`src/rtl/dmem_arbiter_pkg.sv`:
```
// Shared encodings for the data-memory arbiter: MemOps, FSM states, owners,
// plus the op-legality helper used when an LSU request is accepted.
package dmem_arbiter_pkg;

  localparam logic [2:0] MEMOP_B  = 3'b000;
  localparam logic [2:0] MEMOP_H  = 3'b001;
  localparam logic [2:0] MEMOP_W  = 3'b010;
  localparam logic [2:0] MEMOP_BU = 3'b100;
  localparam logic [2:0] MEMOP_HU = 3'b101;

  typedef enum logic [1:0] {
    ST_IDLE = 2'd0,
    ST_REQ  = 2'd1,
    ST_WAIT = 2'd2,
    ST_RESP = 2'd3
  } state_e;

  typedef enum logic {
    OWN_IFU = 1'b0,
    OWN_LSU = 1'b1
  } owner_e;

  // Encodings with no access size, or an unsigned variant used for a store.
  function automatic logic memop_illegal(logic [2:0] op, logic wen);
    logic bad_enc;
    bad_enc = (op == 3'b011) || (op == 3'b110) || (op == 3'b111);
    return bad_enc || (wen && ((op == MEMOP_BU) || (op == MEMOP_HU)));
  endfunction

endpackage

```
`src/rtl/dmem_arbiter_if.sv`:
```
// Requester (IFU, LSU) and memory-side handshake bundle for dmem_arbiter.
// The arbiter uses the slave view; requesters/memory models use master.
interface dmem_arbiter_if #(
  parameter int AW = 32,
  parameter int DW = 32
);
  logic          ifu_req_valid, ifu_req_ready;
  logic [AW-1:0] ifu_addr;
  logic          ifu_resp_valid, ifu_resp_ready;
  logic [DW-1:0] ifu_rdata;
  logic          ifu_err;

  logic          lsu_req_valid, lsu_req_ready;
  logic [AW-1:0] lsu_addr;
  logic          lsu_wen;
  logic [2:0]    lsu_memop;
  logic [DW-1:0] lsu_wdata;
  logic          lsu_resp_valid, lsu_resp_ready;
  logic [DW-1:0] lsu_rdata;
  logic          lsu_err;

  logic            mem_req_valid, mem_req_ready;
  logic [AW-1:0]   mem_addr;
  logic            mem_wen;
  logic [DW-1:0]   mem_wdata;
  logic [DW/8-1:0] mem_wmask;
  logic            mem_resp_valid;
  logic [DW-1:0]   mem_rdata;

  modport slave (
    input  ifu_req_valid, ifu_addr, ifu_resp_ready,
    input  lsu_req_valid, lsu_addr, lsu_wen, lsu_memop, lsu_wdata, lsu_resp_ready,
    input  mem_req_ready, mem_resp_valid, mem_rdata,
    output ifu_req_ready, ifu_resp_valid, ifu_rdata, ifu_err,
    output lsu_req_ready, lsu_resp_valid, lsu_rdata, lsu_err,
    output mem_req_valid, mem_addr, mem_wen, mem_wdata, mem_wmask
  );

  modport master (
    output ifu_req_valid, ifu_addr, ifu_resp_ready,
    output lsu_req_valid, lsu_addr, lsu_wen, lsu_memop, lsu_wdata, lsu_resp_ready,
    output mem_req_ready, mem_resp_valid, mem_rdata,
    input  ifu_req_ready, ifu_resp_valid, ifu_rdata, ifu_err,
    input  lsu_req_ready, lsu_resp_valid, lsu_rdata, lsu_err,
    input  mem_req_valid, mem_addr, mem_wen, mem_wdata, mem_wmask
  );
endinterface

```
`src/rtl/dmem_arbiter_lane_align.sv`:
```
// Byte-lane steering for a 32-bit little-endian port: store mask/data
// placement, load extraction with sign/zero extension, alignment check.
module dmem_lane_align
  import dmem_arbiter_pkg::*;
(
  input  logic [2:0]  memop_i,
  input  logic [1:0]  addr_i,
  input  logic [31:0] wdata_i,
  input  logic [31:0] rdata_i,
  output logic [3:0]  wmask_o,
  output logic [31:0] wdata_o,
  output logic [31:0] rdata_o,
  output logic        misalign_o
);

  logic [7:0]  lane_b;
  logic [15:0] lane_h;
  logic        sx;

  // Replicating narrow store data puts it in every lane; the mask picks one.
  always_comb begin
    wmask_o    = 4'b0000;
    wdata_o    = wdata_i;
    misalign_o = 1'b0;
    case (memop_i[1:0])
      2'b00: begin
        wmask_o = 4'b0001 << addr_i;
        wdata_o = {4{wdata_i[7:0]}};
      end
      2'b01: begin
        wmask_o    = 4'b0011 << addr_i;
        wdata_o    = {2{wdata_i[15:0]}};
        misalign_o = addr_i[0];
      end
      2'b10: begin
        wmask_o    = 4'b1111;
        misalign_o = |addr_i;
      end
      default: ;
    endcase
  end

  always_comb begin
    lane_b = rdata_i[{addr_i, 3'b000} +: 8];
    lane_h = addr_i[1] ? rdata_i[31:16] : rdata_i[15:0];
    sx     = !memop_i[2];
    case (memop_i[1:0])
      2'b00:   rdata_o = {{24{sx & lane_b[7]}}, lane_b};
      2'b01:   rdata_o = {{16{sx & lane_h[15]}}, lane_h};
      default: rdata_o = rdata_i;
    endcase
  end

endmodule

```
`src/rtl/dmem_arbiter.sv`:
```
// Round-robin sharer of one data-memory port between IFU and LSU, one
// transaction in flight; illegal requests are answered locally with err.
module dmem_arbiter
  import dmem_arbiter_pkg::*;
#(
  parameter int AW = 32,
  parameter int DW = 32
) (
  input  logic          clk,
  input  logic          rst_n,
  dmem_arbiter_if.slave bus
);

  state_e        state_q, state_d;
  owner_e        owner_q, last_grant_q;
  logic [AW-1:0] addr_q;
  logic          wen_q;
  logic [2:0]    memop_q;
  logic [DW-1:0] wdata_q;
  logic [DW-1:0] rdata_q;
  logic          err_q;

  logic       grant_lsu, grant_ifu, idle, acc_lsu, acc_ifu, accept, acc_err;
  logic       resp_hs, in_req, in_resp, st_mem;
  logic [2:0] al_memop;
  logic [1:0] al_addr;
  logic [3:0] al_wmask;
  logic [31:0] al_wdata, al_rdata;
  logic       al_misalign;

  assign grant_lsu = bus.lsu_req_valid & (!bus.ifu_req_valid | (last_grant_q == OWN_IFU));
  assign grant_ifu = bus.ifu_req_valid & !grant_lsu;
  // Readies are forced low while reset is asserted so every output reads 0.
  assign idle      = (state_q == ST_IDLE) & rst_n;
  assign acc_lsu   = idle & grant_lsu;
  assign acc_ifu   = idle & grant_ifu;
  assign accept    = acc_lsu | acc_ifu;

  // In IDLE the aligner checks the live LSU request; afterwards it works on
  // the captured transaction.
  assign al_memop = (state_q == ST_IDLE) ? bus.lsu_memop     : memop_q;
  assign al_addr  = (state_q == ST_IDLE) ? bus.lsu_addr[1:0] : addr_q[1:0];

  dmem_lane_align u_align (
    .memop_i    (al_memop),
    .addr_i     (al_addr),
    .wdata_i    (wdata_q),
    .rdata_i    (rdata_q),
    .wmask_o    (al_wmask),
    .wdata_o    (al_wdata),
    .rdata_o    (al_rdata),
    .misalign_o (al_misalign)
  );

  assign acc_err = acc_lsu ? (al_misalign | memop_illegal(bus.lsu_memop, bus.lsu_wen))
                           : (|bus.ifu_addr[1:0]);
  assign resp_hs = (owner_q == OWN_LSU) ? bus.lsu_resp_ready : bus.ifu_resp_ready;

  always_comb begin
    state_d = state_q;
    case (state_q)
      ST_IDLE: if (accept)             state_d = acc_err ? ST_RESP : ST_REQ;
      ST_REQ:  if (bus.mem_req_ready)  state_d = ST_WAIT;
      ST_WAIT: if (bus.mem_resp_valid) state_d = ST_RESP;
      ST_RESP: if (resp_hs)            state_d = ST_IDLE;
      default:                         state_d = ST_IDLE;
    endcase
  end

  always_ff @(posedge clk or negedge rst_n) begin
    if (!rst_n) begin
      state_q      <= ST_IDLE;
      owner_q      <= OWN_IFU;
      last_grant_q <= OWN_IFU;
      addr_q       <= '0;
      wen_q        <= 1'b0;
      memop_q      <= '0;
      wdata_q      <= '0;
      rdata_q      <= '0;
      err_q        <= 1'b0;
    end else begin
      state_q <= state_d;
      if (accept) begin
        owner_q      <= acc_lsu ? OWN_LSU : OWN_IFU;
        last_grant_q <= acc_lsu ? OWN_LSU : OWN_IFU;
        addr_q       <= acc_lsu ? bus.lsu_addr : bus.ifu_addr;
        wen_q        <= acc_lsu & bus.lsu_wen;
        memop_q      <= acc_lsu ? bus.lsu_memop : MEMOP_W;
        wdata_q      <= acc_lsu ? bus.lsu_wdata : '0;
        rdata_q      <= '0;
        err_q        <= acc_err;
      end
      if ((state_q == ST_WAIT) && bus.mem_resp_valid) rdata_q <= bus.mem_rdata;
    end
  end

  assign in_req  = (state_q == ST_REQ);
  assign in_resp = (state_q == ST_RESP);
  assign st_mem  = in_req & wen_q;

  assign bus.ifu_req_ready = acc_ifu;
  assign bus.lsu_req_ready = acc_lsu;

  assign bus.mem_req_valid = in_req;
  assign bus.mem_addr      = in_req ? {addr_q[AW-1:2], 2'b00} : '0;
  assign bus.mem_wen       = st_mem;
  assign bus.mem_wdata     = st_mem ? al_wdata : '0;
  assign bus.mem_wmask     = st_mem ? al_wmask : '0;

  assign bus.ifu_resp_valid = in_resp & (owner_q == OWN_IFU);
  assign bus.ifu_err        = bus.ifu_resp_valid & err_q;
  assign bus.ifu_rdata      = (bus.ifu_resp_valid & !err_q) ? rdata_q : '0;

  assign bus.lsu_resp_valid = in_resp & (owner_q == OWN_LSU);
  assign bus.lsu_err        = bus.lsu_resp_valid & err_q;
  assign bus.lsu_rdata      = (bus.lsu_resp_valid & !err_q & !wen_q) ? al_rdata : '0;

endmodule

```
`src/flat_wrapper.sv`:
```
// flat-port wrapper written by rule: the top's interface ports become plain ports
module dmem_arbiter_flat import dmem_arbiter_pkg::*;
#(
  parameter int AW = 32,
  parameter int DW = 32
)
  (clk, rst_n, bus_ifu_req_valid, bus_ifu_addr, bus_ifu_resp_ready, bus_lsu_req_valid, bus_lsu_addr, bus_lsu_wen, bus_lsu_memop, bus_lsu_wdata, bus_lsu_resp_ready, bus_mem_req_ready, bus_mem_resp_valid, bus_mem_rdata, bus_ifu_req_ready, bus_ifu_resp_valid, bus_ifu_rdata, bus_ifu_err, bus_lsu_req_ready, bus_lsu_resp_valid, bus_lsu_rdata, bus_lsu_err, bus_mem_req_valid, bus_mem_addr, bus_mem_wen, bus_mem_wdata, bus_mem_wmask);
  dmem_arbiter_if #(.AW(AW), .DW(DW)) bus_i ();
  input  logic clk;
  input  logic rst_n;
  input wire logic [$bits(bus_i.ifu_req_valid)-1:0] bus_ifu_req_valid;
  input wire logic [$bits(bus_i.ifu_addr)-1:0] bus_ifu_addr;
  input wire logic [$bits(bus_i.ifu_resp_ready)-1:0] bus_ifu_resp_ready;
  input wire logic [$bits(bus_i.lsu_req_valid)-1:0] bus_lsu_req_valid;
  input wire logic [$bits(bus_i.lsu_addr)-1:0] bus_lsu_addr;
  input wire logic [$bits(bus_i.lsu_wen)-1:0] bus_lsu_wen;
  input wire logic [$bits(bus_i.lsu_memop)-1:0] bus_lsu_memop;
  input wire logic [$bits(bus_i.lsu_wdata)-1:0] bus_lsu_wdata;
  input wire logic [$bits(bus_i.lsu_resp_ready)-1:0] bus_lsu_resp_ready;
  input wire logic [$bits(bus_i.mem_req_ready)-1:0] bus_mem_req_ready;
  input wire logic [$bits(bus_i.mem_resp_valid)-1:0] bus_mem_resp_valid;
  input wire logic [$bits(bus_i.mem_rdata)-1:0] bus_mem_rdata;
  output wire logic [$bits(bus_i.ifu_req_ready)-1:0] bus_ifu_req_ready;
  output wire logic [$bits(bus_i.ifu_resp_valid)-1:0] bus_ifu_resp_valid;
  output wire logic [$bits(bus_i.ifu_rdata)-1:0] bus_ifu_rdata;
  output wire logic [$bits(bus_i.ifu_err)-1:0] bus_ifu_err;
  output wire logic [$bits(bus_i.lsu_req_ready)-1:0] bus_lsu_req_ready;
  output wire logic [$bits(bus_i.lsu_resp_valid)-1:0] bus_lsu_resp_valid;
  output wire logic [$bits(bus_i.lsu_rdata)-1:0] bus_lsu_rdata;
  output wire logic [$bits(bus_i.lsu_err)-1:0] bus_lsu_err;
  output wire logic [$bits(bus_i.mem_req_valid)-1:0] bus_mem_req_valid;
  output wire logic [$bits(bus_i.mem_addr)-1:0] bus_mem_addr;
  output wire logic [$bits(bus_i.mem_wen)-1:0] bus_mem_wen;
  output wire logic [$bits(bus_i.mem_wdata)-1:0] bus_mem_wdata;
  output wire logic [$bits(bus_i.mem_wmask)-1:0] bus_mem_wmask;
  assign bus_i.ifu_req_valid = bus_ifu_req_valid;
  assign bus_i.ifu_addr = bus_ifu_addr;
  assign bus_i.ifu_resp_ready = bus_ifu_resp_ready;
  assign bus_i.lsu_req_valid = bus_lsu_req_valid;
  assign bus_i.lsu_addr = bus_lsu_addr;
  assign bus_i.lsu_wen = bus_lsu_wen;
  assign bus_i.lsu_memop = bus_lsu_memop;
  assign bus_i.lsu_wdata = bus_lsu_wdata;
  assign bus_i.lsu_resp_ready = bus_lsu_resp_ready;
  assign bus_i.mem_req_ready = bus_mem_req_ready;
  assign bus_i.mem_resp_valid = bus_mem_resp_valid;
  assign bus_i.mem_rdata = bus_mem_rdata;
  assign bus_ifu_req_ready = bus_i.ifu_req_ready;
  assign bus_ifu_resp_valid = bus_i.ifu_resp_valid;
  assign bus_ifu_rdata = bus_i.ifu_rdata;
  assign bus_ifu_err = bus_i.ifu_err;
  assign bus_lsu_req_ready = bus_i.lsu_req_ready;
  assign bus_lsu_resp_valid = bus_i.lsu_resp_valid;
  assign bus_lsu_rdata = bus_i.lsu_rdata;
  assign bus_lsu_err = bus_i.lsu_err;
  assign bus_mem_req_valid = bus_i.mem_req_valid;
  assign bus_mem_addr = bus_i.mem_addr;
  assign bus_mem_wen = bus_i.mem_wen;
  assign bus_mem_wdata = bus_i.mem_wdata;
  assign bus_mem_wmask = bus_i.mem_wmask;
  dmem_arbiter #(.AW(AW), .DW(DW)) u_core (.clk(clk), .rst_n(rst_n), .bus(bus_i));
endmodule
```
`config.mk`:
```
export PLATFORM = sky130hd
export DESIGN_NAME = dmem_arbiter_flat
export DESIGN_NICKNAME = d
export VERILOG_FILES = /design/src/rtl/dmem_arbiter_pkg.sv /design/src/rtl/dmem_arbiter_if.sv /design/src/rtl/dmem_arbiter_lane_align.sv /design/src/rtl/dmem_arbiter.sv /design/src/flat_wrapper.sv
export SDC_FILE = /design/constraint.sdc
export NUM_CORES = 1
export LEC_CHECK = 0
export CORE_AREA = 4 4 124 126
export CTS_BUF_LIST = sky130_fd_sc_hd__clkbuf_2 sky130_fd_sc_hd__clkbuf_4 sky130_fd_sc_hd__clkbuf_8
export CTS_CLUSTER_SIZE = 28
export DETAILED_ROUTE_END_ITERATION = 10
export DIE_AREA = 0 0 128 130
export GPL_TIMING_DRIVEN = 1
export PLACE_DENSITY = 0.87
export SLEW_MARGIN = 5
export SYNTH_ARGS = -nofsm -noshare
export SYNTH_HDL_FRONTEND = slang
export SYNTH_SLANG_ARGS = --single-unit
```
`constraint.sdc`:
```
create_clock -name clk -period 4 [get_ports clk]
set_clock_uncertainty 0.15 [all_clocks]
set_input_delay 0.4 -clock clk [delete_from_list [all_inputs] [get_ports clk]]
set_output_delay 0.4 -clock clk [all_outputs]
set_load 0.005 [all_outputs]
```
# After elaboration in Yosys (flattened, before gate mapping)
# Index checks and enable logic that the tools add are counted.
[word_totals] reg_bits=104 input_bits=140 out_inout_bits=140 wordCells=88
[op_classes] eq_ne=14 shifts=3 mux=26 bitwise=20 n_reduce_logical=17
[op_table] operator="$mux W32" count=8
[op_table] operator="$pmux W32 S2" count=2
[op_table] operator="$shiftx A32 B6 Y8" count=1
[op_table] operator="$and A1 B1 Y1" count=16
[op_table] operator="$mux W16" count=1
[op_table] operator="$eq A3 B3 Y1 const B" count=4
[op_table] operator="$mux W2" count=6
[op_table] operator="$pmux W4 S3" count=1
[op_table] operator="$pmux W2 S4" count=1
[op_table] operator="$eq A2 B2 Y1 const B" count=3
[op_table] operator="$mux W3" count=2
[op_table] operator="$logic_not A1 Y1" count=5
[op_table] operator="$eq A2 B1 Y1 const B" count=2
[op_table] operator="$logic_not A2 Y1" count=2
[op_table] operator="$logic_or A1 B1 Y1" count=4
[op_table] operator="$mux W4" count=1
[op_table] operator="$ne A2 B1 Y1 const B" count=2
[op_table] operator="$ne A2 B2 Y1 const B" count=2
[op_table] operator="$reduce_and A4 Y1" count=1
[op_table] operator="$reduce_or A2 Y1" count=2
[op_table] operator="$shl A1 B2 Y4 const A" count=1
[op_table] operator="$shl A2 B2 Y4 const A" count=1
[op_table] operator="$eq A3 B2 Y1 const B" count=1
[op_table] operator="$mux W1" count=3
[op_table] operator="5 further kinds" count=8

# Logic depth before layout (Yosys ltp)
[logic_depth] word_depth=9 mapped_depth=13

# Modules after synthesis
# A second synthesis with hierarchy kept.
[unflattened] cells_unflattened=743 hier_area_um2=6631.4
[by_module_without_submodules] mod="dmem_arbiter" n_inst=1 cells_per_inst=559 area_per_inst_um2=5297.6 seq_area_each_um2=2602.5
[by_module_without_submodules] mod="dmem_lane_align" n_inst=1 cells_per_inst=184 area_per_inst_um2=1333.8 seq_area_each_um2=0.0

# Least setup slack after synthesis
# No wires, ideal clock.
[synth_timing] path_type="register to output" from="register u_core.state_q[0]" to="output bus_mem_wdata[20]" t_arrival_ns=2.590 required_ns=3.450 setup_slack_ns=0.860 path_stages_with_launch=13 cell_sequence="dfrtp_1 inv_1 ha_1 buf_6 buf_2 mux2i_1 ha_1 clkbuf_1 or2_2 clkbuf_1 clkbuf_1 nand2_1 a21oi_1"
[synth_between] elab_chain_len=5 word_cells_on_any_way=8 cone_classes="eq/ne (2); mux (3); bitwise (1); reduce/logical (2)"
[synth_lines] item="start: declaration" line="dmem_arbiter.sv:14" rtl="state_e state_q, state_d;"
[synth_lines] item="start signal: assignment" line="dmem_arbiter.sv:82" rtl="state_q <= state_d;"
[synth_lines] item="$logic_not A2 Y1" line="dmem_arbiter.sv:41" rtl="assign al_memop = (state_q == ST_IDLE) ? bus.lsu_memop : memop_q;"
[synth_lines] item="$mux W3" line="dmem_arbiter.sv:41"
[synth_lines] item="$eq A2 B1 Y1 / $logic_not A2 Y1 (equally long branches)" line="dmem_arbiter_lane_align.sv:25" rtl="case (memop_i[1:0])"
[synth_lines] item="$pmux W32 S2" line="dmem_arbiter_lane_align.sv:25"
[synth_lines] item="$mux W32 (*)" line="dmem_arbiter.sv:107" rtl="assign bus.mem_wdata = st_mem ? al_wdata : '0;"
[synth_lines] item="end: declaration" line="flat_wrapper.sv:34" rtl="output wire logic [$bits(bus_i.mem_wdata)-1:0] bus_mem_wdata;"
# Mark *: on every way between the ends. The rest lies on a longest branch, timed or not.

# Final worst setup path
[layout_timing] from="register u_core.state_q[1]" to="output bus_lsu_rdata[11]"
[layout_between] elab_chain_len=6 word_cells_on_any_way=15 cone_classes="eq/ne (2); shift (1); mux (5); bitwise (4); reduce/logical (3)"
[layout_lines] item="$logic_not A2 Y1" line="dmem_arbiter.sv:41, dmem_arbiter.sv:42"
[layout_lines] item="$mux W2 / $mux W3 (equally long branches)" line="dmem_arbiter.sv:42, dmem_arbiter.sv:41"
[layout_lines] item="$shiftx A32 B6 Y8 / $logic_not A1 Y1 (equally long branches)" line="dmem_arbiter_lane_align.sv:44, dmem_arbiter_lane_align.sv:46"
[layout_lines] item="$and A1 B1 Y1" line="dmem_arbiter_lane_align.sv:48" rtl="2'b00: rdata_o = {{24{sx & lane_b[7]}}, lane_b};"
[layout_lines] item="$pmux W32 S2" line="dmem_arbiter_lane_align.sv:47" rtl="case (memop_i[1:0])"
[layout_lines] item="$mux W32 (*)" line="dmem_arbiter.sv:116" rtl="assign bus.lsu_rdata = (bus.lsu_resp_valid & !err_q & !wen_q) ? al_rdata : '0;"
[layout_lines] item="end: declaration" line="flat_wrapper.sv:29" rtl="output wire logic [$bits(bus_i.lsu_rdata)-1:0] bus_lsu_rdata;"
# Marked as above.

==> impl_metrics.py <==
metrics = {
    "outcome": {
        "status": "finished, final reports clean",
    },
    "clocking": {
        "clk_pin_slew_ns": 0.10,
        "cts_tree": "done",
        "clock_path_buffers": 2,
        "cts_max_level": 3,
        "cts_made_buffers": 9,
        "cts_root_buffer": "clkbuf_8",
        "cts.sinks": 104,
        "cts_setup_buffers": 0,
        "insertion_delay_ns": 0.37,
    },
    "logic_synthesis": {
        "ys_seq_area_share_pct": 43.3,
        "synth.most_common_cell": "nand2_1",
        "synthArstFlopShare_pct": 100,
        "postSynthCellCount": 749,
        "yosysUniqueCellTypes": 46,
        "ys.warnings.count": 0,
        "synth_edf_count": 0,
        "syn-mean-instance-area_um2": 8.03,
        "synth_top_area_share_pct": 43.3,
        "synth_area_leaders": "dfrtp_1 (43%), nand2_1 (11%), and2_1 (7.1%)",
        "synth_common_cells": "nand2_1 (176), dfrtp_1 (104), nor2_1 (82)",
        "synth_ff_type": "dfrtp_1",
        "synth_seq_cells": 104,
        "netlist_area_um2": 6020,
        "synth.largest_area_cell": "dfrtp_1",
    },
    "sta": {
        "max_freq_mhz": 266,
        "hold_viol": 0,
        "fin_setup_tns_ns": 0,
        "worst_slew_pin_slew_ns": 1.01,
        "setup_viol": 0,
        "post-route-period-util_pct": 93.8,
        "period_minus_slack_ns": 3.75,
        "rsz0062_at_grt": "no",
        "slew_headroom_pct": 32.7,
        "maxSlewViolCount": 0,
    },
    "pwr": {
        "powerDensity_nw_per_um2": 604,
        "peakVddDrop_mv": 0.360,
        "leakagePower_nw": 3.77,
    },
    "drt": {
        "viasPerCell": 5.43,
        "drt_iter0_drc": 461,
        "antenna_left": 0,
        "drc_errors": 0,
        "first_pass_iters": 5,
        "wl_per_cell_um": 18.1,
        "dr_total_vias": 6419,
        "drt_wl_total_mm": 21.4,
    },
    "global_route": {
        "grt_overflow": 0,
        "grt.total_usage_pct": 24.6,
        "antenna_found_initial": 0,
        "grt_pass1_vias": 6087,
        "grt_pass1_wl_mm": 32.3,
        "grt_max_degree": 74,
    },
    "worst_hold_path": {
        "hp-class": "in -> async",
    },
    "critical_path": {
        "r2r_end": "u_core.addr_q[7]$_DFFE_PN0P_",
        "required_ns": 3.45,
        "crit_fanout": 17,
        "cpLargestDelayFamily": "buffers and inverters",
        "crit_type": "reg -> out",
        "r2r_cells": 10,
        "startpoint_type": "flip-flop",
        "path_buf_inv": 3,
        "reg2reg_from": "u_core.state_q[1]$_DFFE_PN0P_",
        "cp.arrival_ns": 3.20,
        "cp_slowest_cell": "clkdlybuf4s50_1",
        "r2r_slack_ns": 1.45,
        "cp_cell_sequence": "inv_1 -> ha_1 -> buf_4 -> mux2i_2 -> and2_1 -> o221ai_2 -> or2_2 -> a21oi_1 -> clkdlybuf4s50_1",
        "critPathMaxStageDelay_ns": 0.54,
        "end_kind": "primary output",
    },
    "cells_and_area": {
        "final_nets": 1139,
        "drive_above_1_share_pct": 5.42,
        "layout.cells.non_filler": 1182,
        "area_delta_synth_final_pct": 51.3,
        "n_fill_cell": 1216,
        "stdcell_area_um2": 9100,
    },
    "die": {
        "row_count": 44,
        "die_height_um": 130,
        "initial_utilization_pct": 42.0,
        "coreArea_um2": 14300,
        "die_width_um": 128,
        "io_pins": 280,
        "fp.dieArea_um2": 16600,
    },
    "placement": {
        "dpl_cell_area_um2": 8880,
        "dp_cells": 1164,
        "gp_congestion": 0.875,
        "portBuffers": 277,
        "hpwlAfterDp_mm": 15.7,
    },
    "flow_run": {
        "maxCapViolCount": 0,
    },
}
==> cell usage in the layout, fill, tap and decap left out, types with 16 or more instances in the layout <==
| master | n |
|---|---|
| dfrtp_1 | 104 |
| buf_4 | 16 |
| o21ai_0 | 53 |
| and2_1 | 67 |
| a21oi_1 | 42 |
| a31oi_1 | 27 |
| nand2_1 | 176 |
| nor2_1 | 81 |
| clkdlybuf4s50_1 | 276 |
| a22o_1 | 35 |
==> kinds of logic (layout without fill, tap and decap cells) <==
kind of cell	Yosys count	in the layout	synth area share, %
simple gates	347	347	25.3
buf+inv	72	319	4.95
flops	104	104	43.3
other cells	1	3	0.0623
fa+ha+maj	7	7	1.46
mux	15	15	2.95
compound gates	203	203	22.0
==> cell type report <==
cell class / instances / area, µm² / share of cell area [%]
timing repair buffer: 293 / 2890 / 31.8
antenna: 1 / 2.50 / 0.0275
tap: 184 / 230 / 2.53
clock inverter: 4 / 36.3 / 0.399
clock buffer: 12 / 159 / 1.75
sequential: 104 / 2600 / 28.6
inverter: 10 / 37.5 / 0.412
multi-input combinational: 574 / 3140 / 34.5
==> worst reg2reg max path: stages (launching register included) <==
cell     delay, ns
dfrtp_1       0.42
inv_1         0.11
ha_1          0.25
buf_4         0.28
nand3_1       0.19
a21o_1        0.20
buf_4         0.23
inv_1         0.11
buf_4         0.26
nand2_1       0.13
a31oi_1       0.16
==> power breakdown <==
| group | internal (W) | leakage, nW | total (W) | switching (W) |
|---|---|---|---|---|
| Combinational | 0.00138 | 2.37 | 0.00286 | 0.00149 |
| Sequential | 0.00152 | 1.30 | 0.00198 | 0.000458 |
| Clock | 0.000276 | 0.0985 | 0.000658 | 0.000382 |
| Total | 0.00317 | 3.77 | 0.00550 | 0.00233 |
==> state kept, by name, summed over array words and instances (netlist names) <==
signal	cells
u_core.state_q	2
u_core.wdata_q	32
u_core.memop_q	3
u_core.rdata_q	32
u_core.err_q	1
u_core.owner_q	1
u_core.addr_q	32
u_core.wen_q	1
==> worst max path at each step <==
stage / startpoint / endpoint / slack, ns / cells after the start
2_1_floorplan: u_core.state_q[0]$_DFFE_PN0P_ / bus_mem_wdata[20] / 0.86 / 12
3_3_place_gp: bus_lsu_memop[1] / bus_mem_wdata[19] / 0.40 / 7
3_5_place_dp: bus_lsu_memop[1] / bus_lsu_rdata[5] / 0.28 / 7
4_1_cts: u_core.state_q[1]$_DFFE_PN0P_ / bus_lsu_rdata[14] / 0.08 / 8
5_1_grt: u_core.state_q[0]$_DFFE_PN0P_ / bus_lsu_rdata[9] / 0.03 / 9
6_report: u_core.state_q[1]$_DFFE_PN0P_ / bus_lsu_rdata[11] / 0.25 / 9
==> timing repair <==
action	CTS	global route
gates resized for setup	1	5
hold endpoints to repair	31	0
hold buffers	1	0
endpoints found under the setup margin	3	37
==> stage by stage <==
stage	power [W]	util [%]	hold slack [ns]	setup WS, ns
6_report	0.00550	63.6	0.341	0.246
5_1_grt	0.00590	63.6	0.377	0.0294
4_1_cts	0.00548	63.5	0.334	0.0789
3_5_place_dp	0.00481	62.0	0.220	0.279
3_3_place_gp	0.00473	62.0	0.222	0.399
2_1_floorplan	0.00357	-	-0.0456	0.860
==> per-layer routing <==
| metal | vias up | track usage [%] | part of all wire [%] |
|---|---|---|---|
| met3 | 56 | 6.18 | 8.0 |
| li1 | 3040 | - | - |
| met1 | 3031 | 31.2 | 41 |
| met5 | - | 0 | 0 |
| met2 | 292 | 40.2 | 48 |
| met4 | 0 | 10.2 | 3.3 |
No activity file was read; power rests on OpenSTA's default activity.
